## config.mk

```make
export PLATFORM = sky130hd
export DESIGN_NAME = regsel_burst
export DESIGN_NICKNAME = d
export VERILOG_FILES = /design/src/rtl/regsel_burst.sv
export SDC_FILE = /design/constraint.sdc
export NUM_CORES = 1
export LEC_CHECK = 0
export CAP_MARGIN = 20
export CORE_MARGIN = 2
export CORE_UTILIZATION = 55
export DETAILED_ROUTE_END_ITERATION = 16
export DONT_BUFFER_PORTS = 1
export GPL_ROUTABILITY_DRIVEN = 0
export PLACE_DENSITY_LB_ADDON = 0.2
export SETUP_SLACK_MARGIN = 0.2
export SLEW_MARGIN = 20
export SYNTH_ARGS = -nofsm -noshare
export SYNTH_HDL_FRONTEND = slang
export SYNTH_SLANG_ARGS = --single-unit
export TNS_END_PERCENT = 50
```

## constraint.sdc

```tcl
create_clock -name clk -period 2.1 [get_ports clk]
set_input_delay 0.525 -clock clk [delete_from_list [all_inputs] [get_ports clk]]
set_output_delay 0.525 -clock clk [all_outputs]
set_load 0.01 [all_outputs]
```

## src/rtl/regsel_burst.sv

```systemverilog
// Register-select decoder for a 2**SELW register file, with operand latches and a burst
// sequencer that walks a register range one register per cycle for save/restore.
module regsel_burst #(
    parameter int SELW = 3
) (
    input  logic                 clk,
    input  logic                 reset,
    input  logic                 oe,
    input  logic                 load,
    input  logic [1:0]           oe_src_sel,
    input  logic                 load_src_sel,
    input  logic [SELW-1:0]      useq_oe_sel,
    input  logic [SELW-1:0]      useq_load_sel,
    input  logic                 ir_load,
    input  logic [3*SELW-1:0]    ir_ops,
    input  logic                 burst_start,
    input  logic                 burst_dir,
    input  logic [SELW-1:0]      burst_first,
    input  logic [SELW-1:0]      burst_last,
    input  logic                 burst_stall,
    output logic [2**SELW-1:0]   reg_oes,
    output logic [2**SELW-1:0]   reg_loads,
    output logic                 burst_busy,
    output logic                 burst_done,
    output logic [SELW-1:0]      burst_index,
    output logic                 conflict
);

    localparam int NREGS = 2**SELW;

    localparam logic [1:0] ST_IDLE = 2'd0;
    localparam logic [1:0] ST_RUN  = 2'd1;
    localparam logic [1:0] ST_DONE = 2'd2;

    logic [SELW-1:0] op0Q, op1Q, op2Q;
    logic [1:0]      stateQ;
    logic [SELW-1:0] burstIdxQ;
    logic            burstDirQ;
    logic [SELW-1:0] burstLastQ;
    logic            conflictQ;

    logic [SELW-1:0] oeSel;
    logic [SELW-1:0] loadSel;
    logic            runMode;
    logic            collision;

    function automatic logic [NREGS-1:0] decodeSel(input logic [SELW-1:0] sel);
        logic [NREGS-1:0] vec;
        vec      = '0;
        vec[sel] = 1'b1;
        return vec;
    endfunction

    assign runMode = (stateQ == ST_RUN);

    // NOTE: every always_comb output gets a default first so no path leaves it unassigned (no latch).
    always_comb begin
        oeSel = useq_oe_sel;
        case (oe_src_sel)
            2'b00:   oeSel = useq_oe_sel;
            2'b01:   oeSel = op0Q;
            2'b10:   oeSel = op1Q;
            default: oeSel = op2Q;
        endcase
    end

    assign loadSel   = load_src_sel ? op0Q : useq_load_sel;
    assign collision = !runMode && oe && load && (oeSel == loadSel);

    // NOTE: registered state uses non-blocking assignments so every flop samples pre-edge values.
    always_ff @(posedge clk or posedge reset) begin
        if (reset) begin
            op0Q <= '0;
            op1Q <= '0;
            op2Q <= '0;
        end else if (ir_load) begin
            op0Q <= ir_ops[SELW-1:0];
            op1Q <= ir_ops[2*SELW-1:SELW];
            op2Q <= ir_ops[3*SELW-1:2*SELW];
        end
    end

    // A new collision outranks a clear requested in the same cycle.
    always_ff @(posedge clk or posedge reset) begin
        if (reset) begin
            conflictQ <= 1'b0;
        end else if (collision) begin
            conflictQ <= 1'b1;
        end else if (ir_load) begin
            conflictQ <= 1'b0;
        end
    end

    always_ff @(posedge clk or posedge reset) begin
        if (reset) begin
            stateQ     <= ST_IDLE;
            burstIdxQ  <= '0;
            burstDirQ  <= 1'b0;
            burstLastQ <= '0;
        end else begin
            case (stateQ)
                ST_IDLE: begin
                    if (burst_start) begin
                        burstIdxQ  <= burst_first;
                        burstDirQ  <= burst_dir;
                        burstLastQ <= burst_last;
                        stateQ     <= ST_RUN;
                    end
                end
                ST_RUN: begin
                    // Index wraps naturally through NREGS-1 to 0.
                    if (!burst_stall) begin
                        if (burstIdxQ == burstLastQ) begin
                            stateQ <= ST_DONE;
                        end else begin
                            burstIdxQ <= burstIdxQ + SELW'(1);
                        end
                    end
                end
                ST_DONE: stateQ <= ST_IDLE;
                default: stateQ <= ST_IDLE;
            endcase
        end
    end

    // Strobes are forced low while reset is held, even if oe/load are still requested.
    always_comb begin
        reg_oes   = '0;
        reg_loads = '0;
        if (!reset) begin
            if (runMode) begin
                if (burstDirQ) begin
                    reg_loads = decodeSel(burstIdxQ);
                end else begin
                    reg_oes = decodeSel(burstIdxQ);
                end
            end else begin
                if (oe) begin
                    reg_oes = decodeSel(oeSel);
                end
                if (load) begin
                    reg_loads = decodeSel(loadSel);
                end
            end
        end
    end

    assign burst_busy  = runMode;
    assign burst_done  = (stateQ == ST_DONE);
    assign burst_index = burstIdxQ;
    assign conflict    = conflictQ;

endmodule

```

==> results of run 1 <==
[cell type report]
type / instances / area share (%)
Inverter: 3 / 1.30
Multi-Input combinational cell: 105 / 56.8
Clock buffer: 3 / 1.46
Clock inverter: 1 / 0.325
Timing Repair Buffer: 14 / 6.82
Sequential cell: 19 / 31.0
Tap cell: 28 / 2.27
[routing by layer]
layer,part of all wire [%],vias up,GRT usage (%),wire length [um]
li1,-,518,-,-
met1,40,550,29.1,1250
met2,49,60,40.5,1540
met3,9.3,5,7.63,290
met4,1.3,0,7.69,42
met5,0,-,0,0
[worst max-delay path by stage]
stage	start	slack [ns]	cells after the start	to
2_1_floorplan	oe_src_sel[0]	0.02	4	reg_oes[0]
3_3_place_gp	oe_src_sel[0]	-0.04	4	reg_oes[0]
3_5_place_dp	oe_src_sel[0]	-0.08	4	reg_oes[2]
4_1_cts	op2Q[0]$_DFFE_PP0P_	-0.24	4	reg_oes[4]
5_1_grt	op2Q[0]$_DFFE_PP0P_	-0.33	4	reg_oes[2]
6_report	op2Q[0]$_DFFE_PP0P_	-0.26	4	reg_oes[2]
[flip-flops by register name, indices dropped and copies added, names as in the netlist]
name / cells
burstLastQ: 3
op2Q: 3
op0Q: 3
burstDirQ: 1
conflict: 1
op1Q: 3
stateQ: 2
burst_index: 3
[power by group]
group          leakage [nW]  internal [mW]  switching, mW
Clock                0.0177         0.0713          0.125
Sequential            0.223          0.470          0.151
Combinational         0.342          0.486          0.545
Total                 0.582           1.03          0.821
[cell usage after synthesis]
cell / number
and2_1: 1
a211oi_1: 1
buf_2: 2
and2_4: 1
buf_6: 2
a31oi_1: 1
nand2b_1: 1
and3_1: 2
xor2_1: 4
a32oi_1: 6
dfrtp_1: 19
inv_1: 3
o32ai_1: 1
mux2_2: 13
nand4_1: 2
o21ai_1: 1
buf_4: 1
mux2i_1: 4
ha_1: 1
xnor2_1: 2
o31ai_1: 1
nor2_1: 23
or3b_2: 1
o22a_1: 2
a22oi_1: 9
or3_1: 1
nor2b_1: 8
nor3b_2: 1
o21ai_0: 1
a21oi_1: 4
nor3_1: 2
clkbuf_1: 2
nand3_1: 1
mux4_1: 1
mux4_2: 2
nand2_1: 3
nor3b_4: 1
nor3b_1: 3
[worst max-delay path: stages (launching register included)]
cell and delay (ns):
dfrtp_1 0.41, mux4_2 0.54, nor3b_4 0.27, a22oi_1 0.12, nor2_2 0.18
[metrics by stage]
step,cell area (um^2),setup WS [ns]
floorplan,1360,0.0172
global placement,1430,-0.0385
detailed placement,1430,-0.0787
CTS,1510,-0.242
global route,1540,-0.332
finish,1540,-0.259
[kinds of logic (layout without fill, tap and decap cells)]
family,after synthesis,in the layout,synth area share (%)
AO/OA/AOI/OAI,27,27,14.8
XOR/XNOR,6,6,3.94
flip-flops,19,19,35.7
multiplexers,20,20,19.3
buffers and inverters,10,21,4.41
adder cells (fa/ha/maj),1,1,0.939
AND/OR/NAND/NOR,51,51,20.8
[repair_timing]
item,CTS,global route
setup buffers,1,1
pin swaps,7,1
gates resized for setup,15,9
hold endpoints to repair,0,0
setup endpoints to repair,17,16
==> run_results.csv, run 1 <==
group,metric,value,unit
status,status,"complete, but fails checks",
status,violations,"negative setup slack",
final_layout,fin_util,68.4,%
final_layout,multiInputGateArea,876,um^2
worst_setup_path,cp-start-kind,"flop",
detailed_routing,drc,0,
grt,grt_pass1_vias,1076,
logic_synthesis,postSynthCellCount,134,
final_layout,layout_commonest_cell,"dfrtp_1",
detailed_routing,via_count,1133,
detailed_routing,ant_nets,0,
worst_setup_path,crit_path_end_kind,"primary output",
logic_synthesis,synthesis.nets,167,
final_layout,diodes,0,
worst_setup_path,rr_worst_depth,5,
timing,setup_violations,9,
worst_setup_path,worst-setup-path-type,"reg2out",
timing,tns,-1.77,ns
floorplan,fp.coreArea,2250,um^2
final_layout,layout.cells.non_filler,173,
job,timing.max_cap.violations,0,
pwr,peakVddDrop,0.882,mV
timing,slew-limit-headroom,70.3,%
floorplan,die_area,2830,um^2
detailed_routing,first_pass_iters,4,
timing,hold_viol,0,
detailed_routing,wl,3120,um
logic_synthesis,ys_warn_count,0,
detailed_routing,detail_route.vias_per_cell,6.55,
placement,io_buffers,0,
pwr,p_leak,0.582,nW
detailed_routing,post_drt_wl_per_cell,18.0,um
timing,final_max_slew_viol_count,0,
worst_setup_path,r2r-end,"burst_index[1]$_DFFE_PP0P_",
timing,tightestPinTransition,0.441,ns
final_layout,syn_to_final_growth,15.7,%
cts,cts_buffers,3,
worst_setup_path,timing.rr.start,"burst_index[0]$_DFFE_PP0P_",
worst_setup_path,worstPathArrival,1.83,ns
timing,fmax,0.424,GHz
final_layout,fill_cells,185,
cts,clk_latency,0.32,ns
grt,grt_pass1_wl,4870,um
floorplan,fp.dieH,53.2,um
grt,antenna_found_initial,0,
timing,fin_crit_sh,112,%
floorplan,die_x,53.2,um
cts,clockRootBuffer,"clkbuf_4",
grt,grt_start_max_net_pins,20,
pwr,power,1.85,mW
timing,whs,0.140,ns
final_layout,regArea,478,um^2
placement,dp_hpwl,2360,um
logic_synthesis,ys_ff_latch,19,
worst_setup_path,required,1.57,ns
logic_synthesis,synth_top_area_share,35.7,%
timing,period_needed,2.36,ns
grt,grt_overflow,0,
floorplan,start_util,59.1,%
cts,cts_sinks,19,
detailed_routing,drt_iter0_markers,32,
timing,finClkSkew,0.0149,ns
timing,rsz0062_at_grt,"true",
worst_setup_path,r2r_setup_slack,0.37,ns
logic_synthesis,yosys.area.top_type,"dfrtp_1",
floorplan,ios,54,
logic_synthesis,syn_area,1330,um^2
logic_synthesis,synth_seq_area_share,35.7,%
timing,setup_slack,-0.259,ns
grt,grtUsageTotal,24.1,%
min_path,hp-class,"in2async",
cts,cts_tree,"built",
final_layout,nets,179,
cts,clk_path_buf_depth,2,
final_layout,drive_gt1_share,40.0,%
cts,htreeDepth,1,
logic_synthesis,synth_area_leaders,"dfrtp_1 (36%), mux2_2 (11%), nor2_1 (6.5%), a22oi_1 (5.1%), a32oi_1 (3.9%)",
final_layout,mostFrequentLayoutCells,"dfrtp_1 (17), nor2_1 (14), buf_4 (14)",
pwr,powerDensity,1200,nW/um^2
worst_setup_path,path_max_fanout,4,
logic_synthesis,synth.avg_cell_area,9.94,um^2
placement,dp_cells,167,
floorplan,num_rows,17,
logic_synthesis,netlist-cell-type-count,38,
cts,postCtsHoldBufs,0,
cts,clk_pin_slew,0.12,ns
Note: power is estimated with default switching activity, not from simulation.
==> run 2, diff against run 1 <==
--- a/config.mk
+++ b/config.mk
@@ -13,6 +13,7 @@
 export GPL_ROUTABILITY_DRIVEN = 0
 export PLACE_DENSITY_LB_ADDON = 0.2
 export SETUP_SLACK_MARGIN = 0.2
+export SKIP_CTS_REPAIR_TIMING = 1
 export SLEW_MARGIN = 20
 export SYNTH_ARGS = -nofsm -noshare
 export SYNTH_HDL_FRONTEND = slang
==> run 2 against run 1 <==
Net effect:
- the run still ends with negative setup slack left
- cell count rose by 1.7%
- register-to-register slack got worse by 0.05 ns
- die area did not move
- power rose by 3.8%
- wire length rose by 5.9%
- first-iteration DRC count fell by 25%
- utilization rose by 2.2 points
- via count rose by 1.9%
- critical path type unchanged
- largest power group unchanged
==> run_results.csv, run 2 (same netlist as run 1, synthesis figures left out) <==
group,metric,value,unit
status,status,"complete, but fails checks",
status,violations,"negative setup slack",
worst_setup_path,path_max_fanout,4,
timing,fmax,0.428,GHz
final_layout,nets,182,
floorplan,ios,54,
final_layout,syn_to_final_growth,19.4,%
timing,finClkSkew,0.0143,ns
worst_setup_path,worst-setup-path-type,"reg2out",
cts,cts_tree,"built",
worst_setup_path,crit_path_end_kind,"primary output",
timing,hold_viol,0,
placement,pre_cts_ws,-0.0787,ns
timing,final_max_slew_viol_count,0,
detailed_routing,detail_route.vias_per_cell,6.56,
worst_setup_path,timing.rr.start,"burst_index[0]$_DFFE_PP0P_",
final_layout,layout.cells.non_filler,176,
cts,clockRootBuffer,"clkbuf_4",
grt,grt_start_max_net_pins,20,
final_layout,multiInputGateArea,901,um^2
grt,grt_pass1_wl,4750,um
floorplan,start_util,59.1,%
detailed_routing,post_drt_wl_per_cell,18.8,um
detailed_routing,drc,0,
worst_setup_path,cp-start-kind,"flop",
placement,dp_hpwl,2360,um
job,timing.max_cap.violations,0,
detailed_routing,drt_iter0_markers,24,
cts,cts_buffers,3,
grt,grtUsageTotal,23.4,%
pwr,p_sw,861,uW
timing,setup_slack,-0.234,ns
timing,period_needed,2.33,ns
cts,clk_latency,0.32,ns
worst_setup_path,rr_worst_depth,5,
worst_setup_path,r2r-end,"burst_index[1]$_DFFE_PP0P_",
timing,rsz0062_at_grt,"true",
timing,fin_crit_sh,111,%
pwr,p_int,1.06,mW
placement,io_buffers,0,
pwr,clkPwrFrac,10.3,%
cts,clk_pin_slew,0.12,ns
floorplan,num_rows,17,
floorplan,die_area,2830,um^2
final_layout,mostFrequentLayoutCells,"dfrtp_1 (17), buf_4 (17), mux2_2 (13), nor2_1 (13), nor2_2 (10)",
timing,slew-limit-headroom,70.7,%
floorplan,fp.coreArea,2250,um^2
placement,dp_cells,167,
final_layout,fin_util,70.6,%
pwr,peakVddDrop,0.889,mV
grt,grt_pass1_vias,1051,
worst_setup_path,worstPathArrival,1.81,ns
grt,antenna_found_initial,0,
cts,clk_path_buf_depth,2,
timing,tightestPinTransition,0.436,ns
floorplan,fp.dieH,53.2,um
final_layout,diodes,0,
detailed_routing,first_pass_iters,4,
worst_setup_path,required,1.57,ns
timing,setup_violations,12,
final_layout,drive_gt1_share,45.3,%
worst_setup_path,r2r_setup_slack,0.32,ns
final_layout,regArea,478,um^2
pwr,p_comb_share,56.9,%
cts,cts_sinks,19,
detailed_routing,wl,3300,um
pwr,power_frac_seq,32.8,%
pwr,powerDensity,1210,nW/um^2
detailed_routing,ant_nets,0,
cts,htreeDepth,1,
final_layout,fill_cells,181,
pwr,p_sw_share,44.9,%
pwr,p_leak,0.607,nW
grt,grt_overflow,0,
floorplan,die_x,53.2,um
min_path,hp-class,"in2async",
detailed_routing,via_count,1155,
run 2: worst max-delay path: stages, from the launching register on:
cell     delay [ns]
dfrtp_1        0.44
mux4_2         0.53
and3_2         0.27
a32oi_1        0.16
nor2_1         0.10
run 2: area by class of cell:
cell class | instances | area share [%]
multi-input combinational | 105 | 56.6
clock buffer | 3 | 1.42
timing repair buffer | 17 | 8.02
clock inverter | 1 | 0.314
sequential | 19 | 30.0
inverter | 3 | 1.42
tap | 28 | 2.20
run 2: how the worst max path moves through the flow:
stage                         from         end  slack [ns]  cells after the start
2_1_floorplan        oe_src_sel[0]  reg_oes[0]        0.02                      4
3_3_place_gp         oe_src_sel[0]  reg_oes[0]       -0.04                      4
3_5_place_dp         oe_src_sel[0]  reg_oes[2]       -0.08                      4
4_1_cts        op2Q[0]$_DFFE_PP0P_  reg_oes[2]       -0.29                      4
5_1_grt        op2Q[0]$_DFFE_PP0P_  reg_oes[7]       -0.33                      4
6_report       op0Q[0]$_DFFE_PP0P_  reg_oes[7]       -0.23                      4
run 2: through the flow:
stage | total power [mW] | hold WS [ns] | TNS, ns | cell area [um^2]
floorplan | 1.33 | 0.465 | 0 | 1360
global placement | 1.51 | 0.492 | -0.200 | 1430
detailed placement | 1.55 | 0.497 | -0.394 | 1430
CTS | 1.74 | 0.148 | -3.28 | 1460
global route | 2.05 | 0.148 | -2.87 | 1590
finish | 1.92 | 0.136 | -1.79 | 1590
run 2: power groups by stage:
stage	combinational (mW)	clock [mW]	sequential, mW
after global routing	1.19	0.215	0.643
after CTS	0.935	0.202	0.606
after detailed placement	0.933	0	0.615
final	1.09	0.198	0.630
after global placement	0.900	0	0.605
after floorplan	0.769	0	0.557
run 2: metal layers:
| layer | global-route usage, % | wire, um | up-vias |
|---|---|---|---|
| met5 | 0 | 0 | - |
| met4 | 7.69 | 58 | 0 |
| met3 | 7.63 | 288 | 7 |
| met2 | 38.9 | 1650 | 52 |
| met1 | 28.5 | 1300 | 570 |
| li1 | - | - | 526 |
==> run 3, diff against run 2 <==
--- a/config.mk
+++ b/config.mk
@@ -7,9 +7,8 @@
 export LEC_CHECK = 0
 export CAP_MARGIN = 20
 export CORE_MARGIN = 2
-export CORE_UTILIZATION = 55
+export CORE_UTILIZATION = 43
 export DETAILED_ROUTE_END_ITERATION = 16
-export DONT_BUFFER_PORTS = 1
 export GPL_ROUTABILITY_DRIVEN = 0
 export PLACE_DENSITY_LB_ADDON = 0.2
 export SETUP_SLACK_MARGIN = 0.2
==> constraint.sdc (replaced) <==
create_clock -name clk -period 2.5 [get_ports clk]
set_input_delay 0.625 -clock clk [delete_from_list [all_inputs] [get_ports clk]]
set_output_delay 0.625 -clock clk [all_outputs]
set_load 0.01 [all_outputs]
==> run 3 against run 2 <==
Net effect:
- the run still ends with negative setup slack left
- wire length up 14%
- clock power decreased by 17%
- highest routed layer unchanged
- cell count rose by 38%
- combinational power increased by 4%
==> run_results.csv, run 3 (same netlist as run 1, synthesis figures left out) <==
group,metric,value,unit
status,status,"complete, but fails checks",
status,violations,"negative setup slack",
timing,setup_violations,7,
worst_setup_path,crit_family,"buffers and inverters",
worst_setup_path,worstPathArrival,2.08,ns
worst_setup_path,path_buf_inv,4,
grt,grt_pass1_wl,5470,um
floorplan,num_rows,20,
final_layout,mostFrequentLayoutCells,"clkdlybuf4s50_1 (28), buf_4 (24), nor2_1 (20)",
timing,hold_viol,0,
floorplan,start_util,44.4,%
detailed_routing,detail_route.vias_per_cell,5.60,
pwr,p_leak,0.969,nW
cts,clockRootBuffer,"clkbuf_4",
timing,tightestPinTransition,0.450,ns
final_layout,nets,244,
timing,fin_crit_sh,108,%
placement,io_buffers,53,
floorplan,ios,54,
floorplan,fp.dieH,59.7,um
detailed_routing,ant_nets,0,
worst_setup_path,cp-start-kind,"input port",
final_layout,layout_commonest_cell,"clkdlybuf4s50_1",
timing,finClkSkew,0.0118,ns
grt,grt_overflow,0,
cts,cts_tree,"built",
placement,pre_cts_ws,-0.976,ns
timing,period_needed,2.70,ns
floorplan,die_x,59.7,um
cts,clk_latency,0.30,ns
placement,dp_hpwl,2730,um
floorplan,die_area,3560,um^2
grt,grt_start_max_net_pins,20,
detailed_routing,via_count,1360,
timing,fmax,0.370,GHz
detailed_routing,drc,0,
job,timing.max_cap.violations,0,
cts,htreeDepth,1,
cts,cts_sinks,19,
cts,clk_path_buf_depth,2,
worst_setup_path,path_cells,"buf_8 > mux4_2 > buf_6 > nor3b_4 > buf_4 > a32oi_2 > nor2_1 > buf_2",
worst_setup_path,slowest_delay,0.51,ns
cts,cts_buffers,3,
cts,clk_pin_slew,0.13,ns
grt,grtUsageTotal,19.9,%
timing,slew-limit-headroom,69.9,%
final_layout,drive_gt1_share,42.4,%
timing,rsz0062_at_grt,"true",
worst_setup_path,slowest_stage,"mux4_2",
timing,setup_slack,-0.202,ns
final_layout,diodes,0,
grt,grt_pass1_vias,1261,
pwr,peakVddDrop,0.374,mV
worst_setup_path,path_max_fanout,3,
floorplan,fp.coreArea,3000,um^2
timing,tns,-0.700,ns
grt,antenna_found_initial,0,
timing,final_max_slew_viol_count,0,
final_layout,fin_util,71.3,%
worst_setup_path,crit_path_end_kind,"primary output",
min_path,hp-class,"reg2reg",
detailed_routing,drt_iter0_markers,65,
detailed_routing,post_drt_wl_per_cell,15.6,um
detailed_routing,wl,3780,um
pwr,powerDensity,828,nW/um^2
detailed_routing,first_pass_iters,4,
worst_setup_path,required,1.88,ns
worst_setup_path,worst-setup-path-type,"in2out",
final_layout,syn_to_final_growth,60.8,%
## run 3: cell count changes in the layout (fill, tap and decap cells not counted), sizes merged
cell	before	now
buf	17	39
clkinv	1	0
dlymetal6s2s	0	8
clkdlybuf4s50	0	28
clkbuf	3	7
clkinvlp	1	2
## run 3: final timing paths
check	from	to	slack, ns	cells after the start
setup / recovery	oe_src_sel[0]	reg_oes[6]	-0.20	8
hold / removal	op1Q[1]$_DFFE_PP0P_	op1Q[1]$_DFFE_PP0P_	0.53	1
hold reg to reg	op1Q[1]$_DFFE_PP0P_	op1Q[1]$_DFFE_PP0P_	0.53	1
max in group asynchronous	reset	burst_index[0]$_DFFE_PP0P_	1.52	3
setup reg to reg	burst_index[1]$_DFFE_PP0P_	burst_index[1]$_DFFE_PP0P_	0.79	5
min in group asynchronous	reset	stateQ[0]$_DFFE_PP0P_	0.76	3
## run 3: final cells by class
class,instances,area (um^2)
Multi-Input combinational cell,105,900
Fill cell,246,861
Timing Repair Buffer,79,678
Clock inverter,1,7.51
Sequential cell,19,475
Clock buffer,3,22.5
Inverter,3,17.5
Tap cell,33,41.3
## run 3: report_power, final
| group | switching [mW] | internal, mW |
|---|---|---|
| logic | 0.561 | 0.565 |
| registers | 0.0914 | 0.392 |
| clock network | 0.103 | 0.0608 |
## run 3: stage by stage
| stage | hold WS (ns) | area (um^2) | cells | power (mW) |
|---|---|---|---|---|
| after detailed placement | 0.502 | 2010 | 232 | 1.50 |
| after global placement | 0.498 | 2010 | 232 | 1.47 |
| after floorplan | 0.465 | 1340 | 134 | 1.10 |
| final | 0.531 | 2140 | 243 | 1.77 |
| after global routing | 0.556 | 2140 | 243 | 1.90 |
| after CTS | 0.528 | 2040 | 236 | 1.66 |
## run 3: layer usage
layer  wire length, um  global-route usage (%)
met2              1930                    34.2
met5                 0                       0
met3               209                    4.55
met4                63                    6.03
met1              1580                    24.9
